===== src/rtl/float_mult_arbiter.sv =====
// Round-robin arbiter that shares one float multiplier among NUM_REQ requesters.
// Holds the product, flags and owner ID on a single result port until accepted.

module float_multiplier #(
  parameter int unsigned FLOAT_SIZE    = 32,
  parameter int unsigned EXPONENT_SIZE = 8,
  parameter int unsigned MANTISSA_SIZE = 23,
  parameter int unsigned BIAS          = 127
) (
  input  logic [FLOAT_SIZE-1:0] a,
  input  logic [FLOAT_SIZE-1:0] b,
  output logic [FLOAT_SIZE-1:0] result,
  output logic                  overflow,
  output logic                  underflow,
  output logic                  inexact
);
  localparam int unsigned M  = MANTISSA_SIZE;
  localparam int unsigned E  = EXPONENT_SIZE;
  localparam int unsigned PW = 2 * (M + 1);
  localparam int unsigned XW = E + 2;

  logic [M:0]      ma;
  logic [M:0]      mb;
  logic [PW-1:0]   prod;
  logic            norm;
  logic [XW-1:0]   exp_full;
  logic [M-1:0]    mant;

  assign ma   = {1'b1, a[M-1:0]};
  assign mb   = {1'b1, b[M-1:0]};
  assign prod = PW'(ma) * PW'(mb);
  assign norm = prod[PW-1];

  // Two guard bits above the exponent: top bit means negative, next means too large.
  assign exp_full = XW'(a[FLOAT_SIZE-2 -: E]) + XW'(b[FLOAT_SIZE-2 -: E])
                  - XW'(BIAS) + XW'(norm);

  assign mant      = norm ? prod[PW-2 -: M] : prod[PW-3 -: M];
  assign inexact   = norm ? (|prod[M:0]) : (|prod[M-1:0]);
  assign underflow = exp_full[XW-1];
  assign overflow  = !exp_full[XW-1] && exp_full[E];
  assign result    = {a[FLOAT_SIZE-1] ^ b[FLOAT_SIZE-1], exp_full[E-1:0], mant};
endmodule

module float_mult_arbiter #(
  parameter int unsigned FLOAT_SIZE    = 32,
  parameter int unsigned EXPONENT_SIZE = 8,
  parameter int unsigned MANTISSA_SIZE = 23,
  parameter int unsigned BIAS          = 127,
  parameter int unsigned NUM_REQ       = 4,
  localparam int unsigned ID_W         = $clog2(NUM_REQ)
) (
  input  logic                          clk,
  input  logic                          reset,
  input  logic [NUM_REQ-1:0]            req_valid,
  output logic [NUM_REQ-1:0]            req_ready,
  input  logic [NUM_REQ*FLOAT_SIZE-1:0] req_a,
  input  logic [NUM_REQ*FLOAT_SIZE-1:0] req_b,
  output logic                          res_valid,
  input  logic                          res_ready,
  output logic [ID_W-1:0]               res_id,
  output logic [FLOAT_SIZE-1:0]         res_out,
  output logic                          res_overflow,
  output logic                          res_underflow,
  output logic                          res_inexact,
  output logic                          busy
);
  typedef enum logic [1:0] {S_IDLE, S_COMPUTE, S_DONE} state_t;

  state_t                  state_q, state_d;
  logic [ID_W-1:0]         last_q, last_d;
  logic [ID_W-1:0]         id_q, id_d;
  logic [FLOAT_SIZE-1:0]   a_q, a_d;
  logic [FLOAT_SIZE-1:0]   b_q, b_d;
  logic [FLOAT_SIZE-1:0]   res_out_q, res_out_d;
  logic                    ovf_q, ovf_d;
  logic                    unf_q, unf_d;
  logic                    inx_q, inx_d;
  logic                    busy_q, busy_d;
  logic                    res_valid_q, res_valid_d;

  logic [FLOAT_SIZE-1:0]   a_arr [NUM_REQ];
  logic [FLOAT_SIZE-1:0]   b_arr [NUM_REQ];
  logic                    grant_found;
  logic [ID_W-1:0]         grant_idx;
  int unsigned             cand;

  logic [FLOAT_SIZE-1:0]   mul_out;
  logic                    mul_ovf, mul_unf, mul_inx;

  for (genvar i = 0; i < NUM_REQ; i++) begin : g_unpack
    assign a_arr[i] = req_a[i*FLOAT_SIZE +: FLOAT_SIZE];
    assign b_arr[i] = req_b[i*FLOAT_SIZE +: FLOAT_SIZE];
  end

  float_multiplier #(
    .FLOAT_SIZE    (FLOAT_SIZE),
    .EXPONENT_SIZE (EXPONENT_SIZE),
    .MANTISSA_SIZE (MANTISSA_SIZE),
    .BIAS          (BIAS)
  ) u_mul (
    .a         (a_q),
    .b         (b_q),
    .result    (mul_out),
    .overflow  (mul_ovf),
    .underflow (mul_unf),
    .inexact   (mul_inx)
  );

  // Round-robin search starting just after the most recent grant.
  always_comb begin
    grant_found = 1'b0;
    grant_idx   = '0;
    cand        = 0;
    for (int unsigned k = 1; k <= NUM_REQ; k++) begin
      cand = (32'(last_q) + k) % NUM_REQ;
      if (!grant_found && req_valid[ID_W'(cand)]) begin
        grant_found = 1'b1;
        grant_idx   = ID_W'(cand);
      end
    end
  end

  always_comb begin
    state_d     = state_q;
    last_d      = last_q;
    id_d        = id_q;
    a_d         = a_q;
    b_d         = b_q;
    res_out_d   = res_out_q;
    ovf_d       = ovf_q;
    unf_d       = unf_q;
    inx_d       = inx_q;
    req_ready   = '0;

    case (state_q)
      S_IDLE: begin
        if (grant_found && !reset) begin
          req_ready[grant_idx] = 1'b1;
          a_d     = a_arr[grant_idx];
          b_d     = b_arr[grant_idx];
          id_d    = grant_idx;
          last_d  = grant_idx;
          state_d = S_COMPUTE;
        end
      end
      S_COMPUTE: begin
        res_out_d = mul_out;
        ovf_d     = mul_ovf;
        unf_d     = mul_unf;
        inx_d     = mul_inx;
        state_d   = S_DONE;
      end
      S_DONE: begin
        if (res_ready) state_d = S_IDLE;
      end
      default: state_d = S_IDLE;
    endcase

    busy_d      = (state_d != S_IDLE);
    res_valid_d = (state_d == S_DONE);
  end

  always_ff @(posedge clk or posedge reset) begin
    if (reset) begin
      state_q     <= S_IDLE;
      last_q      <= ID_W'(NUM_REQ - 1);
      id_q        <= '0;
      a_q         <= '0;
      b_q         <= '0;
      res_out_q   <= '0;
      ovf_q       <= 1'b0;
      unf_q       <= 1'b0;
      inx_q       <= 1'b0;
      busy_q      <= 1'b0;
      res_valid_q <= 1'b0;
    end else begin
      state_q     <= state_d;
      last_q      <= last_d;
      id_q        <= id_d;
      a_q         <= a_d;
      b_q         <= b_d;
      res_out_q   <= res_out_d;
      ovf_q       <= ovf_d;
      unf_q       <= unf_d;
      inx_q       <= inx_d;
      busy_q      <= busy_d;
      res_valid_q <= res_valid_d;
    end
  end

  assign res_valid     = res_valid_q;
  assign res_id        = id_q;
  assign res_out       = res_out_q;
  assign res_overflow  = ovf_q;
  assign res_underflow = unf_q;
  assign res_inexact   = inx_q;
  assign busy          = busy_q;
endmodule

===== config.mk =====
export PLATFORM = sky130hd
export DESIGN_NAME = float_mult_arbiter
export DESIGN_NICKNAME = d
export VERILOG_FILES = /design/src/rtl/float_mult_arbiter.sv
export SDC_FILE = /design/constraint.sdc
export NUM_CORES = 2
export LEC_CHECK = 0
export BUFFER_PORTS_ARGS = -buffer_cell sky130_fd_sc_hd__buf_2
export CAP_MARGIN = 40
export CORE_MARGIN = 5
export CORE_UTILIZATION = 56
export CTS_CLUSTER_DIAMETER = 60
export DETAILED_ROUTE_END_ITERATION = 7
export HOLD_SLACK_MARGIN = 0.08
export PLACE_DENSITY = 0.77
export SETUP_SLACK_MARGIN = 0.2
export SLEW_MARGIN = 10
export SYNTH_ARGS = -nofsm -noshare
export SYNTH_HDL_FRONTEND = slang
export SYNTH_HIERARCHICAL = 1
export SYNTH_SLANG_ARGS = --single-unit

===== constraint.sdc =====
create_clock -name clk -period 18.5 [get_ports clk]
set_input_delay 2.775 -clock clk [delete_from_list [all_inputs] [get_ports clk]]
set_output_delay 2.775 -clock clk [all_outputs]
set_load 0.02 [all_outputs]

# [Word level (Yosys, flattened, before mapping)]
# Index checks and enable logic that the tools add are counted.
[word_totals] out_inout_bits=43 in_bits=263 ff_bits=107 elab_cells=78
[classes] addsub=7 mux=31 eq_ne=3 multipliers=1 reduce_logical=16 n_bitwise=2 order_cmp=7
[ops] op="$bmux W32 S2" n=2
[ops] op="$mux W32" n=4
[ops] op="$mul A24 B24 Y48" n=1
[ops] op="$reduce_or A24 Y1" n=1
[ops] op="$mux W23" n=1
[ops] op="$reduce_or A23 Y1" n=1
[ops] op="$lt A2 B3 Y1 const B" n=5
[ops] op="$mux W2" n=6
[ops] op="$add A10 B1 Y10" n=1
[ops] op="$mux W1" n=10
[ops] op="$sub A10 B7 Y10 const B" n=1
[ops] op="$add A8 B8 Y9" n=1
[ops] op="$bmux W1 S2" n=4
[ops] op="$mux W4" n=2
[ops] op="$logic_and A1 B1 Y1" n=6
[ops] op="$pmux W2 S3" n=1
[ops] op="$logic_not A1 Y1" n=5
[ops] op="$add A2 B1 Y2 const B" n=2
[ops] op="$add A2 B2 Y2 const B" n=2
[ops] op="$eq A2 B2 Y1 const B" n=2
[ops] op="$ge A3 B3 Y1 const B" n=1
[ops] op="$not A2 Y3" n=1
[ops] op="$demux W1 S2" n=1
[ops] op="$eq A2 B1 Y1 const B" n=1
[ops] op="other kinds (5)" n=5

# [Logic depth before layout (Yosys ltp)]
[logic_depth] word_depth=19 depth_mapped=40 mapped_depth_nobuf=37

# [Cells and area by module]
# The synthesis kept the hierarchy.
[by_module_without_submodules] mod="float_multiplier" instances=1 cells_per_inst=2236 area_per_inst_um2=19454.9 seq_area_each_um2=0.0
[by_module_without_submodules] mod="float_mult_arbiter" instances=1 cells_per_inst=570 area_per_inst_um2=5486.5 seq_area_each_um2=2680.1

# [Worst setup path before layout]
# No wires, ideal clock.
[synth_path] path_type="reg2reg" startpoint="register b_q[9]" endpoint="register ovf_q (netlist: res_overflow)" t_required_ns=18.375 setup_time_ns=0.125 synth_period_minus_slack_ns=8.755 stages_incl_launch_ff=39 t_arrival_ns=8.630 slack_ns=9.745 n_path_buf=3 path_cell_list="dfrtp_1 -> clkbuf_1 -> nand2_1 -> fa_1 -> inv_1 -> fa_1 -> inv_1 -> fa_1 -> inv_1 -> fa_1 -> fa_1 -> inv_1 -> fa_1 -> fa_1 -> inv_1 -> ha_1 -> clkbuf_1 -> and3_1 -> [3 not listed] -> o2111ai_1 -> a21oi_2 -> nor3_2 -> nor3_4 -> buf_6 -> xor2_1 -> ha_1 -> fa_1 -> a21oi_1 -> nor2_1 -> nor2_1 -> o21bai_1 -> a21oi_1 -> inv_1 -> a21oi_1 -> mux2i_1 -> a22o_1 -> mux2_2"
[synth_via] elab_chain_cells=4
[synth_lines] item="start, declared" line="74" source="logic [FLOAT_SIZE-1:0] b_q, b_d;"
[synth_lines] item="start signal, assigned" line="170" source="b_q <= '0;"
[synth_lines] item="start signal, assigned" line="182" source="b_q <= b_d;"
[synth_lines] item="$mul A24 B24 Y48 *" line="31" source="assign prod = PW'(ma) * PW'(mb);"
[synth_lines] item="$add A10 B1 Y10 *" line="36" source="- XW'(BIAS) + XW'(norm);"
[synth_lines] item="$logic_not A1 Y1" line="41" source="assign overflow = !exp_full[XW-1] && exp_full[E];"
[synth_lines] item="$logic_and A1 B1 Y1 *" line="41"
[synth_lines] item="via mul_ovf" line="89" source="logic mul_ovf, mul_unf, mul_inx;"
[synth_lines] item="end signal, assigned" line="184" source="ovf_q <= ovf_d;"
[synth_lines] item="end, declared" line="76" source="logic ovf_q, ovf_d;"
# Mark *: on every way through the listed nets, which the timed path passes. The rest lies on a longest branch.
# A chain may end at the register's enable or synchronous reset.

# [Worst setup path after layout]
[layout_path] startpoint="register b_q[8]" endpoint="register ovf_q (netlist: res_overflow)"
# The elaborated chain is that of the path after synthesis.

==> results.txt <==
via count - 20900
EDFF count, synth - 0
htree depth - 3
syn avg cell area - 8.89 µm²
FF-to-FF End - res_overflow
Die ar. - 48900 µm²
initial core utilization - 56.5%
TNS Setup - 0 ns
largest area contributor in the netlist - fa_1
Antenna Nets Post-Route - 0
final hold viol count - 0
Yosys warning total - 6
Placed Cells - 3588
Max Buffers Root-to-Sink - 2
sequential area share after synthesis - 10.7%
largest net degree at the start of global routing - 70
post-layout min period - 10.46 ns
Main synth FF type - dfrtp_1
final-layout fill cell count - 3748
CTS Root Cell - clkbuf_16
Final Cycle Share - 56.5%
hold_ws - 0.493 ns
Top cell by count, worst path - fa_1
setup bufs post-CTS - 0
num rows - 77
CP max stage delay - 0.85 ns
Die Width - 221 µm
HP Start - res_id[1]
CTS Sinks - 107
Worst Clk Skew - 0.0102 ns
worst hold path cell count - 1
worst r2r src - b_q[8]
Global Route Usage Sum - 30.4%
Layout area overhead - 10.2%
Cells after Synth - 2806
CP max-delay cell - dfrtp_1
antenna violations before repair - 1
Yosys cell types - 68
HPWL after DPL - 61100 µm
Worst Setup Start Kind - flip-flop
fmax - 95.6 MHz
Post-Route WL - 74600 µm
status - finished, final reports clean
vias in the first global route - 22900
I/O Pins - 306
total CTS buffers - 9
drt wl/cell - 20.7 µm
slew margin rel. - 37.7%
DR top layer - met4
kind of critical path - reg -> reg
met2 WL post-DR - 36400 µm
pin slew with the least headroom to its limit - 0.934 ns
CP Max Fanout - 25
Initial DRC Count - 1470
Mapped Area - 24900 µm²
RSZ-0062 raised after global routing - no
crit end category - flip-flop
Hold WC Path Type - reg -> reg
WL met3 - 5750 µm
GP Congestion - 1.01
critical path arrival - 10.73 ns
Critical Path RT - 18.77 ns
clk_lat worst skew - 0.38 ns
final net count - 3941
remaining global-route overflow - 0
share of the synthesized area in the top cell type - 38.8%
post-cts resize count - 0
DRT Pass-1 Iters - 6
Synth area leaders - fa_1 39%, dfrtp_1 11%, ha_1 9.4%
most instantiated cells after synthesis - 575 x inv_1, 483 x fa_1, 382 x nand2_1
Metal-1 WL - 27600 µm
asr flop ratio synth - 100%
core box area - 44100 µm²
Synth Net Count - 3740
share of cells above drive strength 1 - 15.1%
IO Port Bufs - 305
worst reg-to-reg path cell count - 38
Final setup viols - 0
first-pass GRT wire length - 120000 µm
Non-Filler Instances - 3605
DRC - 0
Final Max Slew Viols - 0
critical path's top delay family - adder cells
Die Height - 221 µm
most common cell in the netlist - inv_1
Worst Hold End - res_id[1]
register-to-register setup slack - 8.04 ns
clock-pin slew on the worst setup and hold paths - 0.08 ns
TritonCTS clock tree - yes
Hold-fix buffers, CTS - 0
WP buf/inv - 9
vias per std cell - 5.81
#FFs+latches synth - 107
Maximum Capacitance Violations - 0
==> through the flow <==
stage,util [%],instance area [µm²],worst slack [ns]
2_1_floorplan,-,24900,9.74
3_3_place_gp,60.6,26800,8.58
3_5_place_dp,61.6,27200,8.34
4_1_cts,62.3,27500,8.29
5_1_grt,62.3,27500,7.60
6_report,62.3,27500,8.04
==> per-layer routing <==
| layer | vias to the layer above | GRT usage, % |
|---|---|---|
| met3 | 283 | 4.23 |
| met2 | 1164 | 51.8 |
| met5 | - | 0 |
| met4 | 0 | 16.6 |
| li1 | 9091 | - |
| met1 | 10400 | 37.8 |
==> cells by family (layout without fill, tap and decap cells) <==
logic type / count (synthesis) / in the layout / synth area share [%]
AOI/OAI and AO/OA: 377 / 377 / 10.3
xor gates and xnor gates: 42 / 42 / 1.47
adders and majority gates: 671 / 671 / 48.2
buffers and inverters: 744 / 950 / 11.5
DFF: 107 / 107 / 10.7
muxes: 59 / 59 / 2.64
other: 0 / 1 / 0
and+or+nand+nor: 806 / 806 / 15.1
==> sequential cells by signal (all words and copies together), names as in the netlist <==
signal         count
res_valid          1
res_inexact        1
a_q               32
b_q               32
res_underflow      1
state_q            2
res_out           32
last_q             2
res_id             2
busy               1
res_overflow       1
==> layout by cell type (no fill, tap or decap), types with 4 or more instances in the layout <==
master     count
a211oi_1       6
a21o_1        21
a21oi_1       52
a221oi_1      57
a221oi_2      10
a31oi_1       73
and2_1       219
and3_1         7
buf_16        11
buf_2        305
buf_4         30
buf_8          6
clkbuf_16      9
dfrtp_1      105
fa_1         483
ha_1         188
inv_1        574
mux2_2        55
mux2i_1        4
nand2_1      382
nand2b_1       6
nand3_1       19
nand4_1        8
nor2_1       129
nor2b_1        6
nor3_1        10
o2111ai_1      4
o211ai_1       5
o21a_1         9
o21ai_0       92
o21bai_1       9
o31a_1         4
o31ai_1        6
xnor2_1       32
xor2_1        10
==> how the worst max path moves through the flow <==
stage	startpoint	endpoint	slack, ns	cells past startpoint
after floorplan	b_q[9]	res_overflow	9.74	38
after global placement	b_q[0]	res_overflow	8.58	36
after detailed placement	b_q[0]	res_overflow	8.34	36
after CTS	b_q[0]	res_overflow	8.29	36
after global routing	b_q[8]	res_overflow	7.60	38
final	b_q[8]	res_overflow	8.04	38
==> cell type report <==
| cell class | instances | area [µm²] | share of cell area [%] |
|---|---|---|---|
| multi-input cells | 1955 | 19400 | 70.6 |
| flip-flops and latches | 107 | 2680 | 9.75 |
| repair buffers | 355 | 2190 | 7.96 |
| inverters | 579 | 2180 | 7.91 |
| well taps | 592 | 741 | 2.69 |
| clock buffers | 9 | 225 | 0.819 |
| clock inverters | 7 | 81.3 | 0.296 |
| diodes | 1 | 2.50 | 0.00910 |
Power is not shown: default switching activity piles up to over one toggle a cycle in this logic, so the estimate is an artifact.
